File: config.mk
export PLATFORM = sky130hd
export DESIGN_NAME = inst_fetch
export DESIGN_NICKNAME = d
export VERILOG_FILES = /design/src/rtl/inst_fetch.sv
export SDC_FILE = /design/constraint.sdc
export NUM_CORES = 1
export LEC_CHECK = 0
export ABC_CLOCK_PERIOD_IN_PS = 3400
export CAP_MARGIN = 20
export CORE_MARGIN = 10
export CORE_UTILIZATION = 49
export CTS_CLUSTER_DIAMETER = 200
export CTS_CLUSTER_SIZE = 14
export DETAILED_ROUTE_END_ITERATION = 16
export PLACE_DENSITY = 0.93
export SLEW_MARGIN = 40
export SYNTH_ARGS = -nofsm -noshare
export SYNTH_HDL_FRONTEND = slang
export SYNTH_SLANG_ARGS = --single-unit
export TNS_END_PERCENT = 100
File: constraint.sdc
create_clock -name clk -period 3.4 [get_ports clk]
set_input_delay 0.34 -clock clk [delete_from_list [all_inputs] [get_ports clk]]
set_output_delay 0.34 -clock clk [all_outputs]
set_load 0.01 [all_outputs]
File: src/rtl/inst_fetch.sv
// Instruction fetch stage: PC register driving a combinational-read instruction memory,
// one-entry output register with valid/ready handshake, redirects and an acceptance counter.
module inst_fetch #(
  parameter int unsigned               INST_WIDTH = 16,
  parameter logic [INST_WIDTH-1:0]     RESET_PC   = 16'h0000
) (
  input  logic                  clk,
  input  logic                  rst_n,
  output logic [INST_WIDTH-1:0] imem_addr,
  input  logic [INST_WIDTH-1:0] imem_data,
  input  logic                  redirect_valid,
  input  logic [INST_WIDTH-1:0] redirect_addr,
  output logic                  out_valid,
  input  logic                  out_ready,
  output logic [INST_WIDTH-1:0] out_inst,
  output logic [INST_WIDTH-1:0] out_pc,
  output logic [INST_WIDTH-1:0] fetch_count
);

  typedef enum logic [0:0] {StBoot, StRun} state_e;

  localparam logic [INST_WIDTH-1:0] PcStep   = INST_WIDTH'(2);
  localparam logic [INST_WIDTH-1:0] CountMax = '1;
  // Instructions are halfword aligned, so the PC never carries bit 0.
  localparam logic [INST_WIDTH-1:0] ResetPcAligned = {RESET_PC[INST_WIDTH-1:1], 1'b0};

  state_e                  state_q, state_d;
  logic [INST_WIDTH-1:0]   pc_q, pc_d;
  logic                    out_valid_q, out_valid_d;
  logic [INST_WIDTH-1:0]   out_inst_q, out_inst_d;
  logic [INST_WIDTH-1:0]   out_pc_q, out_pc_d;
  logic [INST_WIDTH-1:0]   fetch_count_q, fetch_count_d;
  logic                    load;
  logic                    accept;

  assign imem_addr   = pc_q;
  assign out_valid   = out_valid_q;
  assign out_inst    = out_inst_q;
  assign out_pc      = out_pc_q;
  assign fetch_count = fetch_count_q;

  assign load   = (state_q == StRun) && (!out_valid_q || out_ready);
  assign accept = out_valid_q && out_ready;

  always_comb begin
    state_d     = state_q;
    pc_d        = pc_q;
    out_valid_d = out_valid_q;
    out_inst_d  = out_inst_q;
    out_pc_d    = out_pc_q;

    unique case (state_q)
      StBoot:  state_d = StRun;
      StRun:   state_d = StRun;
      default: state_d = StBoot;
    endcase

    // A redirect wins over a normal fetch and squashes whatever is held.
    if (redirect_valid) begin
      pc_d        = {redirect_addr[INST_WIDTH-1:1], 1'b0};
      out_valid_d = 1'b0;
      state_d     = StRun;
    end else if (load) begin
      out_inst_d  = imem_data;
      out_pc_d    = pc_q;
      out_valid_d = 1'b1;
      pc_d        = pc_q + PcStep;
    end
  end

  // An instruction handed over on a redirect edge still counts as accepted.
  always_comb begin
    fetch_count_d = fetch_count_q;
    if (accept && (fetch_count_q != CountMax)) begin
      fetch_count_d = fetch_count_q + INST_WIDTH'(1);
    end
  end

  always_ff @(posedge clk or negedge rst_n) begin
    if (!rst_n) begin
      state_q       <= StBoot;
      pc_q          <= ResetPcAligned;
      out_valid_q   <= 1'b0;
      out_inst_q    <= '0;
      out_pc_q      <= '0;
      fetch_count_q <= '0;
    end else begin
      state_q       <= state_d;
      pc_q          <= pc_d;
      out_valid_q   <= out_valid_d;
      out_inst_q    <= out_inst_d;
      out_pc_q      <= out_pc_d;
      fetch_count_q <= fetch_count_d;
    end
  end

endmodule

==> results by group, run 1 <==
Drt
  • Iter 0 DRT Violations: 45
  • WL/cell: 17.7 um
  • DR vias: 2279
  • TritonRoute pass-1 iters: 4
  • Drc violations: 0
  • Routed WL: 7440 um
  • Via density: 5.41
  • Post-route ant nets: 0

Floorplan
  • Io pins: 101
  • Core Region: 5610 um^2
  • Std cell rows: 27
  • Die Span Y: 96.9 um
  • Die X: 96.9 um
  • Initial Util: 51.7%
  • Die ar.: 9400 um^2

Clock network
  • H-tree levels: 3
  • Reg clk slew, reported paths: 0.06 ns
  • CTS root buf: clkbuf_8
  • Postcts setup bufs: 0
  • CTS tree: yes
  • Clk Latency, worst-skew pair: 0.33 ns
  • Longest Clk Path Bufs: 2
  • CTS resizes: 0
  • CTS Buf Count: 9
  • # hold bufs at CTS: 0
  • CTS Sinks: 64

Critical path
  • Critical path type: primary input to flop
  • Crit path max-delay family: buffers and inverters
  • Worst Path Buf+Inv: 2
  • Cells along the critical path: clkdlybuf4s50_1 -> nand2b_1 -> nand2_1 -> nor2_2 -> buf_4 -> mux2_2
  • Biggest cell delay along the critical path: 0.46 ns
  • R2r startpoint: fetch_count[0]$_DFFE_PN0P_
  • Worst setup EP type: flop
  • CP Launch Type: primary input
  • Capturing point of the worst reg2reg path: fetch_count[11]$_DFFE_PN0P_
  • WP data arrival: 2.37 ns
  • FF-to-FF path depth: 5
  • Required time of the critical path: 3.61 ns
  • Cell at the slowest stage of the critical path: clkdlybuf4s50_1
  • Flop-to-flop setup slack: 1.34 ns
  • Worst-path fanout max: 21

STA
  • Slew @ Worst Pin: 0.596 ns
  • Final Hold Fails: 0
  • Setup-failing EPs final: 0
  • Pins Over Slew Limit: 0
  • Sum Neg Setup Slack: 0 ns
  • Period Utilization, post-route: 63.5%
  • Slew Limit Headroom: 60.3%
  • Final worst path period need: 2.16 ns
  • RSZ-0062 raised after global routing: no
  • Setup Skew: 0.00911 ns
  • Fmax: 0.463 GHz

Yosys
  • Synth cell types: 32
  • Yosys warnings: 0
  • Seq/Total Area, Yosys: 55.2%
  • Cell area after synthesis: 2900 um^2
  • Syn avg cell area: 11.8 um^2
  • Mapped Cells: 246
  • #FFs+latches synth: 64

Layout
  • Commonest non-fill, non-tap cells in the layout: clkdlybuf4s50_1 (96), dfrtp_1 (64), mux2_2 (31), nand2_1 (26), nand4_1 (14)
  • Layout fillers: 423
  • Nets: 385
  • Non-Filler Instances: 421
  • Diode count: 0
  • Commonest non-fill, non-tap cell in the layout: clkdlybuf4s50_1
  • Area growth, synth to finish: 41.2%
  • Layout cells sized above 1: 16.9%

Power
  • P_leak: 1.71 nW
  • VDD IR max: 366 uV
  • Clock group share of total power: 26.2%
  • Psw: 0.592 mW
  • Sequential Power Share: 47.4%
  • Combinational fraction of design power: 26.4%
  • Sw Share: 28.1%
  • Total power divided by cell area: 514 nW/um^2
  • Int Pwr: 1.51 mW

Place
  • Detail Placement HPWL: 5740 um
  • Routability congestion estimate from global placement: 0.793
  • Cells after DPL: 408
  • # port buffers: 97

Global route
  • Overall Global Routing Usage: 16.1%
  • Number of global-route vias before repair: 2386
  • Overflow after GRT: 0
  • First-pass GRT wire length: 12600 um
  • Pin count of the biggest net entering global routing: 49
  • Initial antenna violation count: 0

Run status
  • Status: completed

Worst hold path
  • Hold crit path type: primary input to async pin

Flow run
  • MaxCap Viol Count: 0
## area by class of cell
class                   count  area (um^2)  area share [%]
flip-flops and latches     64         1600            39.1
multi-input cells         167         1230            30.1
repair buffers            101          998            24.4
clock buffers              12          155            3.79
well taps                  72         90.1            2.20
inverters                   4         15.0           0.367
clock inverters             1         5.00           0.122
## worst max path at each step
| stage | depth (start not counted) | from | slack, ns | to |
|---|---|---|---|---|
| 6_report | 6 | out_ready | 1.24 | out_inst[5]$_DFFE_PN0P_ |
| 5_1_grt | 6 | out_ready | 1.06 | out_inst[13]$_DFFE_PN0P_ |
| 4_1_cts | 6 | out_ready | 1.23 | out_inst[5]$_DFFE_PN0P_ |
| 3_5_place_dp | 6 | out_ready | 0.91 | out_inst[0]$_DFFE_PN0P_ |
| 3_3_place_gp | 6 | out_ready | 0.94 | out_inst[0]$_DFFE_PN0P_ |
| 2_1_floorplan | 5 | fetch_count[0]$_DFFE_PN0P_ | 1.58 | fetch_count[11]$_DFFE_PN0P_ |
## cells by family after synthesis
group,Yosys count,share of synthesized area (%)
other,2,0.259
XOR/XNOR,21,6.34
multiplexers,32,12.4
AND/OR/NAND/NOR,86,16.0
adder cells (fa/ha/maj),2,0.863
flip-flops,64,55.2
AO/OA/AOI/OAI,23,6.43
buffers and inverters,16,2.54
## power by group through the flow
stage	Sequential [mW]	Combinational, mW	Clock (mW)
after floorplan	1.05	0.168	0
after global placement	0.998	0.552	0
after detailed placement	1.01	0.567	0
after CTS	0.998	0.570	0.562
after global routing	1.02	0.607	0.594
final	0.997	0.556	0.552
## synthesized netlist by cell type
cell	n	area [um^2]
clkbuf_1	5	18.8
a31oi_1	2	12.5
or4_4	1	11.3
o41ai_4	1	27.5
nand4_1	14	87.6
nor3_2	1	10.0
or3_1	1	6.26
xor2_1	11	96.3
buf_2	5	25.0
o41a_2	1	12.5
and3_1	4	25.0
xnor2_1	10	87.6
nand4_4	1	21.3
nor3_1	4	20.0
and2_1	3	18.8
and4_1	3	26.3
nand3_1	12	60.1
nand2_1	26	97.6
and4_2	1	10.0
mux2i_1	1	10.0
buf_4	2	15.0
conb_1	2	7.51
nor2_1	10	37.5
mux2_2	31	349
inv_1	4	15.0
dfrtp_1	64	1600
o21ai_0	9	45.0
o311ai_0	9	78.8
a311o_1	1	10.0
ha_1	2	25.0
nand2b_1	1	6.26
or2_2	4	25.0
## routing by layer
metal,vias up,share of wire (%),GRT usage (%)
met5,-,0,0
met4,0,0.98,4.74
met3,6,7.5,6.67
met2,75,50,26.6
met1,1118,41,18.5
li1,1080,-,-
## metrics by stage
| stage | area [um^2] | util, % | worst slack [ns] | power (mW) | hold slack (ns) |
|---|---|---|---|---|---|
| after global placement | 3930 | 70.1 | 0.941 | 1.55 | 0.482 |
| after detailed placement | 3940 | 70.2 | 0.905 | 1.58 | 0.389 |
| after floorplan | 2900 | - | 1.58 | 1.22 | 0.0444 |
| after global routing | 4100 | 73.0 | 1.06 | 2.22 | 0.0686 |
| final | 4100 | 73.0 | 1.24 | 2.11 | 0.0122 |
| after CTS | 4100 | 73.0 | 1.23 | 2.13 | 0.0344 |
## sequential cells by signal, summed over array words and instances (netlist names)
signal and cells:
fetch_count 16, out_inst 16, imem_addr 15, out_pc 15
out_valid 1, state_q 1
Note: power is estimated with default switching activity, not from simulation.
==> run 2: changes to the inputs <==
--- a/config.mk
+++ b/config.mk
@@ -5,14 +5,14 @@
 export SDC_FILE = /design/constraint.sdc
 export NUM_CORES = 1
 export LEC_CHECK = 0
-export ABC_CLOCK_PERIOD_IN_PS = 3400
+export ABC_CLOCK_PERIOD_IN_PS = 1900
 export CAP_MARGIN = 20
 export CORE_MARGIN = 10
-export CORE_UTILIZATION = 49
+export CORE_UTILIZATION = 41
 export CTS_CLUSTER_DIAMETER = 200
 export CTS_CLUSTER_SIZE = 14
 export DETAILED_ROUTE_END_ITERATION = 16
-export PLACE_DENSITY = 0.93
+export PLACE_DENSITY = 0.84
 export SLEW_MARGIN = 40
 export SYNTH_ARGS = -nofsm -noshare
 export SYNTH_HDL_FRONTEND = slang
==> constraint.sdc (replaced) <==
create_clock -name clk -period 1.9 [get_ports clk]
set_input_delay 0.19 -clock clk [delete_from_list [all_inputs] [get_ports clk]]
set_output_delay 0.19 -clock clk [all_outputs]
set_load 0.01 [all_outputs]
==> run 2 against run 1 <==
  * Worst hold slack better by 0.37 ns
  * First-iteration DRC count up 64%
  * Clock-buffer cell count unchanged
  * Global-route usage down 2.1 points
  * Critical path depth unchanged
  * Largest cell class unchanged
==> results by group, run 2 (synthesis results as in run 1) <==
Critical path
  • Worst-path fanout max: 8 (was 21)
  • WP data arrival: 2.02 ns (was 2.37 ns)
  • Critical Path Stages: 6 (unchanged)
  • Biggest cell delay along the critical path: 0.57 ns (was 0.46 ns)
  • FF-to-FF path depth: 6 (was 5)
  • Critical path type: flop to flop (was primary input to flop)
  • Crit path max-delay family: compound AO/OA/AOI/OAI gates (was buffers and inverters)
  • CP Launch Type: flop (was primary input)
  • Worst setup EP type: flop (unchanged)
  • Cells along the critical path: ha_1 -> nand3_1 -> buf_4 -> o41a_2 -> nand4_1 -> xnor2_1 (was clkdlybuf4s50_1 -> nand2b_1 -> nand2_1 -> nor2_2 -> buf_4 -> mux2_2)
  • Cell at the slowest stage of the critical path: o41a_2 (was clkdlybuf4s50_1)
  • Flop-to-flop setup slack: 0.14 ns (was 1.34 ns)
  • R2r startpoint: fetch_count[0]$_DFFE_PN0P_ (unchanged)
  • Worst Path Buf+Inv: 1 (was 2)
  • Capturing point of the worst reg2reg path: fetch_count[14]$_DFFE_PN0P_ (was fetch_count[11]$_DFFE_PN0P_)
  • Required time of the critical path: 2.16 ns (was 3.61 ns)

Floorplan
  • Initial Util: 42.5% (was 51.7%)
  • Io pins: 101 (unchanged)
  • Std cell rows: 30 (was 27)
  • Die ar.: 10800 um^2 (was 9400 um^2)
  • Die X: 104 um (was 96.9 um)
  • Die Span Y: 104 um (was 96.9 um)
  • Core Region: 6830 um^2 (was 5610 um^2)

STA
  • Period Utilization, post-route: 92.8%
  • Setup-failing EPs final: 0 (unchanged)
  • Final Hold Fails: 0 (unchanged)
  • Setup Skew: 0.00473 ns (was 0.00911 ns)
  • Fmax: 0.567 GHz
  • Final worst path period need: 1.76 ns
  • RSZ-0062 raised after global routing: no (unchanged)
  • Sum Neg Setup Slack: 0 ns (unchanged)
  • Pins Over Slew Limit: 0 (unchanged)

Drt
  • WL/cell: 16.5 um (was 17.7 um)
  • DR vias: 2337 (was 2279)
  • Iter 0 DRT Violations: 74 (was 45)
  • Via density: 5.13 (was 5.41)
  • Drc violations: 0 (unchanged)
  • Post-route ant nets: 0 (unchanged)
  • Routed WL: 7520 um (was 7440 um)
  • TritonRoute pass-1 iters: 4 (unchanged)

Place
  • Detail Placement HPWL: 5700 um (was 5740 um)
  • Routability congestion estimate from global placement: 0.839 (was 0.793)
  • # port buffers: 97 (unchanged)

Layout
  • Commonest non-fill, non-tap cells in the layout: clkdlybuf4s50_1 (96), dfrtp_1 (64), mux2_2 (31), nand2_1 (26), nand4_1 (14) (unchanged)
  • Diode count: 0 (unchanged)
  • Layout fillers: 546 (was 423)
  • Layout cells sized above 1: 19.2% (was 16.9%)
  • Multi-input gate area: 1240 um^2 (was 1230 um^2)
  • Area growth, synth to finish: 47.7% (was 41.2%)
  • Commonest non-fill, non-tap cell in the layout: clkdlybuf4s50_1 (unchanged)
  • Sequential cell area: 1600 um^2 (unchanged)
  • Nets: 394 (was 385)

Clock network
  • CTS Sinks: 64 (unchanged)
  • Longest Clk Path Bufs: 2 (unchanged)
  • Reg clk slew, reported paths: 0.06 ns (about the same)
  • CTS root buf: clkbuf_8 (unchanged)
  • CTS tree: yes (unchanged)
  • Clk Latency, worst-skew pair: 0.34 ns (was 0.33 ns)
  • Postcts setup bufs: 0 (unchanged)
  • H-tree levels: 3 (unchanged)
  • CTS Buf Count: 9 (unchanged)

Run status
  • Status: completed (unchanged)

Global route
  • Met1 usage: 15.7% (was 18.5%)
  • Number of global-route vias before repair: 2480 (was 2386)
  • Initial antenna violation count: 0 (unchanged)
  • Overall Global Routing Usage: 14.0% (was 16.1%)
  • Overflow after GRT: 0 (unchanged)
  • First-pass GRT wire length: 12500 um (was 12600 um)
  • Pin count of the biggest net entering global routing: 65 (was 49)
  • Routing usage on met2: 23.4% (was 26.6%)
  • GR Util met3: 5.33% (was 6.67%)
  • Global route hottest layer: met2 (unchanged)

Power
  • Int Pwr: 3.04 mW (was 1.51 mW)
  • Clock group share of total power: 31.3% (was 26.2%)
  • P_leak: 1.79 nW (was 1.71 nW)
  • VDD IR max: 520 uV (was 366 uV)
  • Sw Share: 26.4% (was 28.1%)
  • Total power divided by cell area: 965 nW/um^2 (was 514 nW/um^2)
  • Combinational fraction of design power: 26.4% (about the same)
  • Total power: 4.13 mW (was 2.11 mW)
  • Psw: 1.09 mW (was 0.592 mW)
  • Sequential Power Share: 42.3% (was 47.4%)

Flow run
  • MaxCap Viol Count: 0 (unchanged)

Worst hold path
  • Hold crit path type: primary input to async pin (unchanged)
-- run 2: cell count changes in the layout (fill, tap and decap cells not counted) --
cell / change
buf_12: +2
nor2_4: +1
buf_4: +5
dlygate4sd3_1: +1
buf_2: +1
o311ai_1: +1
nor2_2: -1
bufinv_16: +2
o311ai_0: -1
-- run 2: cell type report --
class,instances,share of cell area (%)
clock buffers,12,3.62
clock inverters,3,1.52
inverters,4,0.350
multi-input cells,167,28.9
flip-flops and latches,64,37.4
well taps,96,2.80
repair buffers,110,25.5
-- run 2: power groups by stage --
| stage | logic (mW) | clock network [mW] | registers [mW] |
|---|---|---|---|
| 5_1_grt | 1.19 | 1.37 | 1.78 |
| 3_3_place_gp | 1.09 | 0 | 1.76 |
| 6_report | 1.09 | 1.30 | 1.75 |
| 2_1_floorplan | 0.301 | 0 | 1.87 |
| 3_5_place_dp | 1.11 | 0 | 1.77 |
| 4_1_cts | 1.12 | 1.32 | 1.75 |
-- run 2: worst max-delay path by stage --
stage                                       end  slack [ns]                  startpoint
global placement          out_pc[4]$_DFFE_PN0P_        0.11                   out_ready
finish              fetch_count[14]$_DFFE_PN0P_        0.14  fetch_count[0]$_DFFE_PN0P_
CTS                 fetch_count[14]$_DFFE_PN0P_        0.13  fetch_count[0]$_DFFE_PN0P_
global route          imem_addr[11]$_DFFE_PN0P_      0.0009    imem_addr[3]$_DFFE_PN0P_
detailed placement    imem_addr[14]$_DFFE_PN0P_       0.008                   out_ready
floorplan           fetch_count[11]$_DFFE_PN0P_        0.08  fetch_count[0]$_DFFE_PN0P_
-- run 2: through the flow --
| stage | std cells | setup slack, ns | area (um^2) | hold slack [ns] | util, % |
|---|---|---|---|---|---|
| 2_1_floorplan | 247 | 0.0848 | 2900 | -0.106 | - |
| 3_3_place_gp | 440 | 0.105 | 4050 | 0.232 | 59.3 |
| 3_5_place_dp | 440 | 0.00815 | 4050 | 0.230 | 59.3 |
| 4_1_cts | 456 | 0.132 | 4280 | 0.411 | 62.7 |
| 5_1_grt | 456 | 0.000927 | 4280 | 0.433 | 62.7 |
| 6_report | 456 | 0.137 | 4280 | 0.383 | 62.7 |
-- run 2: worst reg2reg max path, stage by stage (launching register included) --
cell and delay [ns]:
dfrtp_1 0.35, ha_1 0.17, nand3_1 0.15, buf_4 0.19, o41a_2 0.57, nand4_1 0.14, xnor2_1 0.12
-- run 2: what timing repair did --
item / CTS / global route
setup endpoints to repair: 0 / 1
hold buffers: 1 / 0
resized for setup: 0 / 1
endpoints found under the hold margin: 64 / 0
-- run 2: routing by layer --
layer / routed length, um / share of wire [%]
met5: 0 / 0
met4: 93 / 1.2
met3: 633 / 8.4
met2: 3690 / 49
met1: 3100 / 41
